File: src/rtl/writeback_if.sv
`default_nettype none
// +----------------------------------------------------------------------+
// | writeback_if : ALU/LSU result inputs and register-file write port     |
// | Rev 1.0                                                              |
// +----------------------------------------------------------------------+
interface writeback_if;
   logic        alu_valid;
   logic [4:0]  alu_rd;
   logic [31:0] alu_data;
   logic        lsu_valid;
   logic [4:0]  lsu_rd;
   logic [31:0] lsu_data;
   logic        lsu_ready;
   logic        wr_en;
   logic [4:0]  wr_addr;
   logic [31:0] wr_data;
   logic [31:0] pending;

   modport master (
      output alu_valid, alu_rd, alu_data, lsu_valid, lsu_rd, lsu_data,
      input  lsu_ready, wr_en, wr_addr, wr_data, pending
   );

   modport slave (
      input  alu_valid, alu_rd, alu_data, lsu_valid, lsu_rd, lsu_data,
      output lsu_ready, wr_en, wr_addr, wr_data, pending
   );
endinterface
`default_nettype wire

File: src/rtl/writeback_unit.sv
`default_nettype none
// +----------------------------------------------------------------------+
// | writeback_unit : arbitrates ALU and buffered LSU results onto the     |
// | register-file write port. Optional bypass outputs: WB_FORWARD_EN.     |
// | Rev 1.0                                                              |
// +----------------------------------------------------------------------+
module writeback_unit #(
   parameter int FIFO_DEPTH = 2
) (
   input  wire logic        clk,
   input  wire logic        rst_n,
   writeback_if.slave       bus
`ifdef WB_FORWARD_EN
   ,
   input  wire logic [4:0]  fwd_rs1,
   input  wire logic [4:0]  fwd_rs2,
   output logic             fwd1_hit,
   output logic             fwd2_hit,
   output logic [31:0]      fwd1_data,
   output logic [31:0]      fwd2_data
`endif
);
   localparam int PTR_W = $clog2(FIFO_DEPTH);
   localparam int CNT_W = $clog2(FIFO_DEPTH + 1);
   localparam logic [CNT_W-1:0] DEPTH_CNT = CNT_W'(FIFO_DEPTH);
   localparam logic [PTR_W-1:0] LAST_PTR  = PTR_W'(FIFO_DEPTH - 1);

   logic [PTR_W-1:0] rd_ptr_q, rd_ptr_d;
   logic [PTR_W-1:0] wr_ptr_q, wr_ptr_d;
   logic [CNT_W-1:0] count_q, count_d;
   logic [4:0]       buf_rd_q   [FIFO_DEPTH];
   logic [4:0]       buf_rd_d   [FIFO_DEPTH];
   logic [31:0]      buf_data_q [FIFO_DEPTH];
   logic [31:0]      buf_data_d [FIFO_DEPTH];
   logic             wr_en_q, wr_en_d;
   logic [4:0]       wr_addr_q, wr_addr_d;
   logic [31:0]      wr_data_q, wr_data_d;
   logic [31:0]      pending_q, pending_d;
   logic [PTR_W-1:0] scan_idx;

   logic lsu_ready;
   logic alu_sel;
   logic push;
   logic pop;

   // Ready depends only on the registered count, so no input reaches it.
   assign lsu_ready = (count_q < DEPTH_CNT);
   assign alu_sel   = bus.alu_valid && (bus.alu_rd != 5'd0);
   assign push      = bus.lsu_valid && lsu_ready;
   assign pop       = !alu_sel && (count_q != '0);

   always_comb begin
      rd_ptr_d   = rd_ptr_q;
      wr_ptr_d   = wr_ptr_q;
      count_d    = count_q;
      buf_rd_d   = buf_rd_q;
      buf_data_d = buf_data_q;
      wr_en_d    = 1'b0;
      wr_addr_d  = wr_addr_q;
      wr_data_d  = wr_data_q;
      pending_d  = '0;
      scan_idx   = '0;

      if (push) begin
         buf_rd_d[wr_ptr_q]   = bus.lsu_rd;
         buf_data_d[wr_ptr_q] = bus.lsu_data;
         wr_ptr_d             = (wr_ptr_q == LAST_PTR) ? '0 : wr_ptr_q + 1'b1;
      end

      if (alu_sel) begin
         wr_en_d   = 1'b1;
         wr_addr_d = bus.alu_rd;
         wr_data_d = bus.alu_data;
      end else if (pop) begin
         // A head beat targeting x0 consumes its slot but never writes.
         if (buf_rd_q[rd_ptr_q] != 5'd0) begin
            wr_en_d   = 1'b1;
            wr_addr_d = buf_rd_q[rd_ptr_q];
            wr_data_d = buf_data_q[rd_ptr_q];
         end
         rd_ptr_d = (rd_ptr_q == LAST_PTR) ? '0 : rd_ptr_q + 1'b1;
      end

      case ({push, pop})
         2'b10:   count_d = count_q + 1'b1;
         2'b01:   count_d = count_q - 1'b1;
         default: count_d = count_q;
      endcase

      // Pending mirrors the next buffer contents, which covers coincident push/pop.
      for (int k = 0; k < FIFO_DEPTH; k++) begin
         scan_idx = rd_ptr_d + PTR_W'(k);
         if (CNT_W'(k) < count_d) begin
            pending_d[buf_rd_d[scan_idx]] = 1'b1;
         end
      end
      pending_d[0] = 1'b0;
   end

   always_ff @(posedge clk or negedge rst_n) begin
      if (!rst_n) begin
         rd_ptr_q  <= '0;
         wr_ptr_q  <= '0;
         count_q   <= '0;
         wr_en_q   <= 1'b0;
         wr_addr_q <= '0;
         wr_data_q <= '0;
         pending_q <= '0;
         for (int i = 0; i < FIFO_DEPTH; i++) begin
            buf_rd_q[i]   <= '0;
            buf_data_q[i] <= '0;
         end
      end else begin
         rd_ptr_q   <= rd_ptr_d;
         wr_ptr_q   <= wr_ptr_d;
         count_q    <= count_d;
         wr_en_q    <= wr_en_d;
         wr_addr_q  <= wr_addr_d;
         wr_data_q  <= wr_data_d;
         pending_q  <= pending_d;
         buf_rd_q   <= buf_rd_d;
         buf_data_q <= buf_data_d;
      end
   end

   assign bus.lsu_ready = lsu_ready;
   assign bus.wr_en     = wr_en_q;
   assign bus.wr_addr   = wr_addr_q;
   assign bus.wr_data   = wr_data_q;
   assign bus.pending   = pending_q;

`ifdef WB_FORWARD_EN
   assign fwd1_hit  = wr_en_q && (fwd_rs1 != 5'd0) && (wr_addr_q == fwd_rs1);
   assign fwd2_hit  = wr_en_q && (fwd_rs2 != 5'd0) && (wr_addr_q == fwd_rs2);
   assign fwd1_data = fwd1_hit ? wr_data_q : 32'd0;
   assign fwd2_data = fwd2_hit ? wr_data_q : 32'd0;
`endif
endmodule
`default_nettype wire

File: src/flat_wrapper.sv
// flat-port wrapper written by rule: the top's interface ports become plain ports
module writeback_unit_flat 
#(
   parameter int FIFO_DEPTH = 2
)
  (clk, rst_n, bus_alu_valid, bus_alu_rd, bus_alu_data, bus_lsu_valid, bus_lsu_rd, bus_lsu_data, bus_lsu_ready, bus_wr_en, bus_wr_addr, bus_wr_data, bus_pending);
  writeback_if bus_i ();
  input  wire logic clk;
  input  wire logic rst_n;
  input wire logic [$bits(bus_i.alu_valid)-1:0] bus_alu_valid;
  input wire logic [$bits(bus_i.alu_rd)-1:0] bus_alu_rd;
  input wire logic [$bits(bus_i.alu_data)-1:0] bus_alu_data;
  input wire logic [$bits(bus_i.lsu_valid)-1:0] bus_lsu_valid;
  input wire logic [$bits(bus_i.lsu_rd)-1:0] bus_lsu_rd;
  input wire logic [$bits(bus_i.lsu_data)-1:0] bus_lsu_data;
  output wire logic [$bits(bus_i.lsu_ready)-1:0] bus_lsu_ready;
  output wire logic [$bits(bus_i.wr_en)-1:0] bus_wr_en;
  output wire logic [$bits(bus_i.wr_addr)-1:0] bus_wr_addr;
  output wire logic [$bits(bus_i.wr_data)-1:0] bus_wr_data;
  output wire logic [$bits(bus_i.pending)-1:0] bus_pending;
  assign bus_i.alu_valid = bus_alu_valid;
  assign bus_i.alu_rd = bus_alu_rd;
  assign bus_i.alu_data = bus_alu_data;
  assign bus_i.lsu_valid = bus_lsu_valid;
  assign bus_i.lsu_rd = bus_lsu_rd;
  assign bus_i.lsu_data = bus_lsu_data;
  assign bus_lsu_ready = bus_i.lsu_ready;
  assign bus_wr_en = bus_i.wr_en;
  assign bus_wr_addr = bus_i.wr_addr;
  assign bus_wr_data = bus_i.wr_data;
  assign bus_pending = bus_i.pending;
  writeback_unit #(.FIFO_DEPTH(FIFO_DEPTH)) u_core (.clk(clk), .rst_n(rst_n), .bus(bus_i));
endmodule
File: config.mk
export PLATFORM = sky130hd
export DESIGN_NAME = writeback_unit_flat
export DESIGN_NICKNAME = d
export VERILOG_FILES = /design/src/rtl/writeback_if.sv /design/src/rtl/writeback_unit.sv /design/src/flat_wrapper.sv
export SDC_FILE = /design/constraint.sdc
export NUM_CORES = 1
export LEC_CHECK = 0
export ABC_CLOCK_PERIOD_IN_PS = 6700
export CORE_ASPECT_RATIO = 0.75
export CORE_UTILIZATION = 57
export CTS_CLUSTER_DIAMETER = 30
export CTS_CLUSTER_SIZE = 28
export DETAILED_ROUTE_END_ITERATION = 7
export HOLD_SLACK_MARGIN = 0.03
export PLACE_DENSITY_LB_ADDON = 0.15
export SKIP_LAST_GASP = 1
export SYNTH_ARGS = -nofsm -noshare
export SYNTH_HDL_FRONTEND = slang
export SYNTH_SLANG_ARGS = --single-unit
File: constraint.sdc
create_clock -name clk -period 6.7 [get_ports clk]
set_clock_uncertainty 0.1 [all_clocks]
set_input_delay 1.34 -clock clk [delete_from_list [all_inputs] [get_ports clk]]
set_output_delay 1.34 -clock clk [all_outputs]
set_load 0.02 [all_outputs]
Yosys cells after proc, flatten, opt, wreduce, memory -nomap -nowiden
Index checks and enable logic that the tools add are counted.
- flip-flop bits (word level): 147
- bits of input ports: 78
- word-level logic and storage cells: 87
- add/subtract/negate cells: 5
- order comparisons: 12
- eq/ne operators: 2
- multiplexer cells: 39
- bitwise gates (word level): 5
- reduce and logical (&&, ||, !) cells: 13
- operators with widths (kind ; count):
    $mux W32 ; 9
    $mux W5 ; 13
    $bwmux W64 ; 1
    $demux W32 S1 ; 1
    $or A32 B32 Y32 ; 1
    $lt A5 B6 Y1 const B ; 2
    $bwmux W10 ; 1
    $demux W1 S5 ; 2
    $ge A5 B1 Y1 const B ; 2
    $mux W10 ; 1
    $reduce_bool A5 Y1 ; 2
    $mux W1 ; 9
    $ge A2 B2 Y1 const B ; 4
    $not A1 Y2 ; 4
    $logic_and A1 B1 Y1 ; 6
    $reduce_bool A2 Y1 ; 3
    $demux W5 S1 ; 1
    $lt A1 B2 Y1 const A ; 2
    $pmux W2 S2 ; 1
    $add A1 B1 Y1 const B ; 3
    $add A2 B1 Y2 const B ; 1
    $eq A2 B1 Y1 const B ; 1
    $eq A2 B2 Y1 const B ; 1
    $lt A2 B1 Y1 const B ; 1
    4 further kinds ; 4

Depth between registers and ports, before layout
- word-level depth: 17
- depth in mapped cells: 11
- depth with buffers taken out: 10

Worst setup path after synthesis
No wires, ideal clock.
- path type: input to register
- start point: input port bus_alu_rd[1]
- end point: register u_core.pending_q[27] (netlist: u_core.bus.pending[27])
- setup time: 0.125 ns
- data arrival time: 3.570 ns
- setup slack: 2.905 ns
- stages on the path: 10
- buffers on the path: 1
- cells stage by stage: or4_1 -> o21ai_2 -> and2b_2 -> ha_1 -> xnor2_1 -> nor2_1 -> xnor2_1 -> clkbuf_1 -> o22ai_1 -> mux2_4
- cells in the longest elaborated chain, start to end: 17
- ends and longest elaborated chain (what ; line ; text):
    from (decl) ; flat_wrapper.sv:11 ; input wire logic [$bits(bus_i.alu_rd)-1:0] bus_alu_rd;
    $reduce_bool A5 Y1 (*) ; writeback_unit.sv:48 ; assign alu_sel = bus.alu_valid && (bus.alu_rd != 5'd0);
    $logic_and A1 B1 Y1 (*) ; writeback_unit.sv:48 ;
    $logic_not A1 Y1 ; writeback_unit.sv:50 ; assign pop = !alu_sel && (count_q != '0);
    $logic_and A1 B1 Y1 ; writeback_unit.sv:50 ;
    $mux W1 ; writeback_unit.sv:74 ; end else if (pop) begin
    $mux W1 ; writeback_unit.sv:70 ; if (alu_sel) begin
    $add A1 B1 Y1 / $not A1 Y2 (equally long branches) ; writeback_unit.sv:92, writeback_unit.sv:94 ;
    $not A1 Y2 (not written as such) / $mux W5 (equally long branches) ; writeback_unit.sv:94 ; pending_d[buf_rd_d[scan_idx]] = 1'b1;
    $mux W5 (not written as such) (2 in series) ; writeback_unit.sv:94 ;
    $mux W5 (not written as such), or another cell as far along ; writeback_unit.sv:94 ;
    $lt A5 B6 Y1 (not written as such), or another cell as far along ; writeback_unit.sv:94 ;
    $logic_and A1 B1 Y1 (not written as such) / $mux W1 (equally long branches) ; writeback_unit.sv:94 ;
    $mux W1 (not written as such) / $demux W1 S5 (equally long branches) ; n/a ;
    $demux W1 S5 / $mux W32 (equally long branches) ; n/a ;
    $or A32 B32 Y32 (no source line) ; n/a ;
    $mux W32 (*) ; writeback_unit.sv:93 ; if (CNT_W'(k) < count_d) begin
    named net u_core.pending_d[27] ; writeback_unit.sv:38 ; logic [31:0] pending_q, pending_d;
    to (signal assigned) ; writeback_unit.sv:120 ; pending_q <= pending_d;
    to (decl) ; writeback_unit.sv:38 ;
The timed path passes the listed nets; every way through them passes the cells marked *. The select of a mux whose other input is x is not followed.
A chain may end at the register's enable or synchronous reset.

Worst setup path after layout
- start point: input port bus_alu_rd[1]
- end point: register u_core.pending_q[4] (netlist: u_core.bus.pending[4])
The elaborated chain is that of the path after synthesis.

==> impl_metrics.tcl <==
set metrics [dict create \
    outcome "complete, no violations" \
    final.period_utilization_pct 71.9 \
    die_h_um 103 \
    worstHoldPathType "reg2reg" \
    detail_route.vias_per_cell 6.08 \
    num_io_pins 149 \
    syn_inst 759 \
    max_slew_margin_pct 31.3 \
    synthesis.yosys.warnings 0 \
    antenna_found_initial 0 \
    timing.setup.tns_ns 0 \
    first_global_vias 6289 \
    share_of_final_layout_standard_cells_stronger_than_drive_strength_1_pct 13.2 \
    synth_compound_gate_area_share_pct 13.3 \
    gr-total-overflow 0 \
    synth_largest_area_cell "sky130_fd_sc_hd__dfrtp_1" \
    clkLatencyLatePin_ns 0.43 \
    worst_setup_path_end_kind "flop" \
    cts.hold.buffers_added 0 \
    synth-main-ff-cell "sky130_fd_sc_hd__dfrtp_1" \
    setup_viol_count_final 0 \
    htree_levels 4 \
    synth_mux_area_share_pct 20.9 \
    nFillCells 872 \
    worstPathCellList "clkdlybuf4s50_1 > or4_1 > o21ai_4 > and2b_2 > ha_1 > xnor2_1 > nor2_1 > xnor2_4 > inv_1 > a32oi_1 > mux2i_1" \
    final_period_minus_worst_setup_slack_ns 4.82 \
    timing.critical_path.slowest_cell_delay_ns 0.66 \
    cts.path.max_buffers 2 \
    die_width_um 137 \
    initial_core_utilization_pct 59.1 \
    drt-total-wl_um 20900 \
    via_count 6480 \
    cp_max_delay_cell "sky130_fd_sc_hd__inv_1" \
    antenna_violating_nets_post_route 0 \
    timing.critical_path.arrival_ns 5.01 \
    mean_instance_size_in_the_synthesized_netlist_um2 10.2 \
    grt.total_usage_pct 31.0 \
    drv_cap 0 \
    most_common_cell_after_layout_fill_and_taps_aside "sky130_fd_sc_hd__nand2_1" \
    main_combinational_cell_family_by_area_after_synthesis "multiplexers" \
    tritoncts "built" \
    final-instance-count-excl-fill 1065 \
    synth-xor-area-share_pct 0.776 \
    regToRegEndpoint "u_core.bus.pending[4]$_DFF_PN0_" \
    number_of_buffers_inserted_to_repair_setup_after_cts 0 \
    final_cell_area_um2 9890 \
    crit_path_max_fanout 33 \
    holdWs_ns 0.377 \
    asyncSetResetFlopFracSynth_pct 100 \
    place.port_buffers 147 \
    detailedRoute.firstIterationViolations 520 \
    dpl_cell_area_um2 9300 \
    cts.repair.resized 0 \
    netlist_area_um2 7740 \
    worst_ir_drop_vdd_mv 0.317 \
    power.leakage_nw 4.56 \
    synth.area.top_cells "sky130_fd_sc_hd__dfrtp_1, sky130_fd_sc_hd__mux2i_1, sky130_fd_sc_hd__nand2_1" \
    worst_hold_path.endpoint "u_core.buf_data_q[25]$_DFFE_PN0P_" \
    min_from "u_core.buf_data_q[25]$_DFFE_PN0P_" \
    clk_root_buffer_cell "sky130_fd_sc_hd__clkbuf_16" \
    timing_worst_setup_path_type "in2reg" \
    cp.required_ns 6.89 \
    synth_edf_count 0 \
    yosys_register_bits 147 \
    yosysUniqueCellTypes 48 \
    fin_nets 959 \
    final_hold_viol_count 0 \
    placed_cells 1032 \
    reg2reg_slack_ns 2.87 \
    r2r-start "u_core.count_q[1]$_DFF_PN0_" \
    first_pass_grt_wire_length_um 32700 \
    avgRoutedWirePerCell_um 19.6 \
    path_clk_slew_ns 0.06 \
    routabilityCongestion 0.912 \
    post-dp-hpwl_um 13900 \
    post_synth_fa_ha_maj_area_fraction_pct 0.162 \
    area_delta_synth_final_pct 27.7 \
    fmaxAchievable_mhz 207 \
    worst_slew_pin_slew_ns 1.03 \
    start_kind "primary input" \
    detail_route.first_pass.iterations 8 \
    area_fraction_in_and_or_nand_and_nor_cells_after_synthesis_pct 12.1 \
    dieArea_um2 14100 \
    clock_sink_count 147 \
    synth-seq-area-share_pct 47.5 \
    rr_worst_depth 8 \
    rsz0062_at_grt "false" \
    layout.cells.most_common_list "sky130_fd_sc_hd__nand2_1, sky130_fd_sc_hd__clkdlybuf4s50_1, sky130_fd_sc_hd__dfrtp_1, sky130_fd_sc_hd__mux2i_1, sky130_fd_sc_hd__mux2_2" \
    min_delay_path_depth 2 \
    fp.coreArea_um2 13100 \
    core.rowCount 36 \
    finalMaxSlewViolations 0 \
    synth.top_cell.area_share_pct 47.5 \
    power.density_nw_per_um2 501 \
    synth_nets 838 \
    detail_route.drc_violations 0 \
    tritoncts.num_buffers 17 \
    pin_count_of_the_biggest_net_entering_global_routing 80 \
]
## cell families after synthesis
logic type | Yosys count
AOI/OAI and AO/OA | 147
xor gates and xnor gates | 6
adders and majority gates | 1
buffers and inverters | 94
DFF | 147
muxes | 149
other | 1
and+or+nand+nor | 214
## worst max-delay path: cells and delay by family
kind / cells / cell delay [ns]
buf+inv: 2 / 1.07
simple gates: 3 / 0.92
xor+xnor: 2 / 0.78
compound gates: 2 / 0.56
fa+ha+maj: 1 / 0.21
mux: 1 / 0.11
## metrics by stage
stage	util (%)	worst slack, ns	total power [mW]
floorplan	-	2.91	3.16
finish	75.4	1.88	4.95
global route	75.4	1.62	5.23
global placement	70.9	1.18	3.87
detailed placement	70.9	0.990	3.98
CTS	75.3	1.45	4.93
## flip-flops by register name, summed over array words and instances (netlist names)
signal,cells
u_core.bus.wr_data,32
u_core.buf_data_q,64
u_core.buf_rd_q,10
u_core.rd_ptr_q,1
u_core.bus.pending,31
u_core.bus.wr_en,1
u_core.count_q,2
u_core.wr_ptr_q,1
u_core.bus.wr_addr,5
## layout make-up
type	count	area, um^2	share of cell area [%]
clock buffers	22	484	4.90
clock inverters	10	96.3	0.974
flip-flops and latches	147	3680	37.2
diodes	1	2.50	0.0253
multi-input cells	518	3720	37.6
repair buffers	157	1550	15.7
well taps	171	214	2.16
inverters	39	146	1.48
## cells in the mapped netlist (3+ instances only)
master	instances
sky130_fd_sc_hd__dfrtp_1	147
sky130_fd_sc_hd__buf_2	20
sky130_fd_sc_hd__nor2_1	17
sky130_fd_sc_hd__nand3b_1	3
sky130_fd_sc_hd__o21ai_0	37
sky130_fd_sc_hd__o22ai_1	31
sky130_fd_sc_hd__o41ai_2	3
sky130_fd_sc_hd__mux2_2	47
sky130_fd_sc_hd__nand2_1	152
sky130_fd_sc_hd__nor3_1	5
sky130_fd_sc_hd__a32oi_1	19
sky130_fd_sc_hd__a22oi_1	28
sky130_fd_sc_hd__or4_1	3
sky130_fd_sc_hd__a21oi_1	6
sky130_fd_sc_hd__mux2_4	14
sky130_fd_sc_hd__inv_1	39
sky130_fd_sc_hd__nand2b_1	6
sky130_fd_sc_hd__clkbuf_1	24
sky130_fd_sc_hd__nand3_1	4
sky130_fd_sc_hd__o32ai_1	16
sky130_fd_sc_hd__nor2b_1	8
sky130_fd_sc_hd__xnor2_1	4
sky130_fd_sc_hd__buf_1	6
sky130_fd_sc_hd__nor4b_1	3
sky130_fd_sc_hd__mux2i_1	88
## power by group
group          switching (mW)  internal (mW)  total [mW]  leakage (nW)
sequential              0.299           1.29        1.59          1.81
combinational            1.38           1.05        2.43          2.47
clock                   0.380          0.552       0.932         0.276
total                    2.06           2.89        4.95          4.56
## worst max-delay path by stage
stage          cells past startpoint  slack (ns)     startpoint                               end
4_1_cts                           11        1.45  bus_alu_rd[1]  u_core.bus.pending[17]$_DFF_PN0_
6_report                          11        1.88  bus_alu_rd[1]   u_core.bus.pending[4]$_DFF_PN0_
3_3_place_gp                      11        1.18  bus_alu_rd[1]   u_core.bus.pending[5]$_DFF_PN0_
3_5_place_dp                      11        0.99  bus_alu_rd[1]  u_core.bus.pending[17]$_DFF_PN0_
2_1_floorplan                     10        2.91  bus_alu_rd[1]  u_core.bus.pending[27]$_DFF_PN0_
5_1_grt                           11        1.62  bus_alu_rd[1]  u_core.bus.pending[16]$_DFF_PN0_
## layer usage
| metal | share of wire (%) | vias up | global-route usage [%] |
|---|---|---|---|
| met5 | 0 | - | 0 |
| met4 | 1.9 | 0 | 12.1 |
| met3 | 9.2 | 40 | 7.72 |
| met2 | 45 | 322 | 47.7 |
| met1 | 44 | 3165 | 42.4 |
| li1 | - | 2953 | - |
Power figures use the tool's default switching activity.
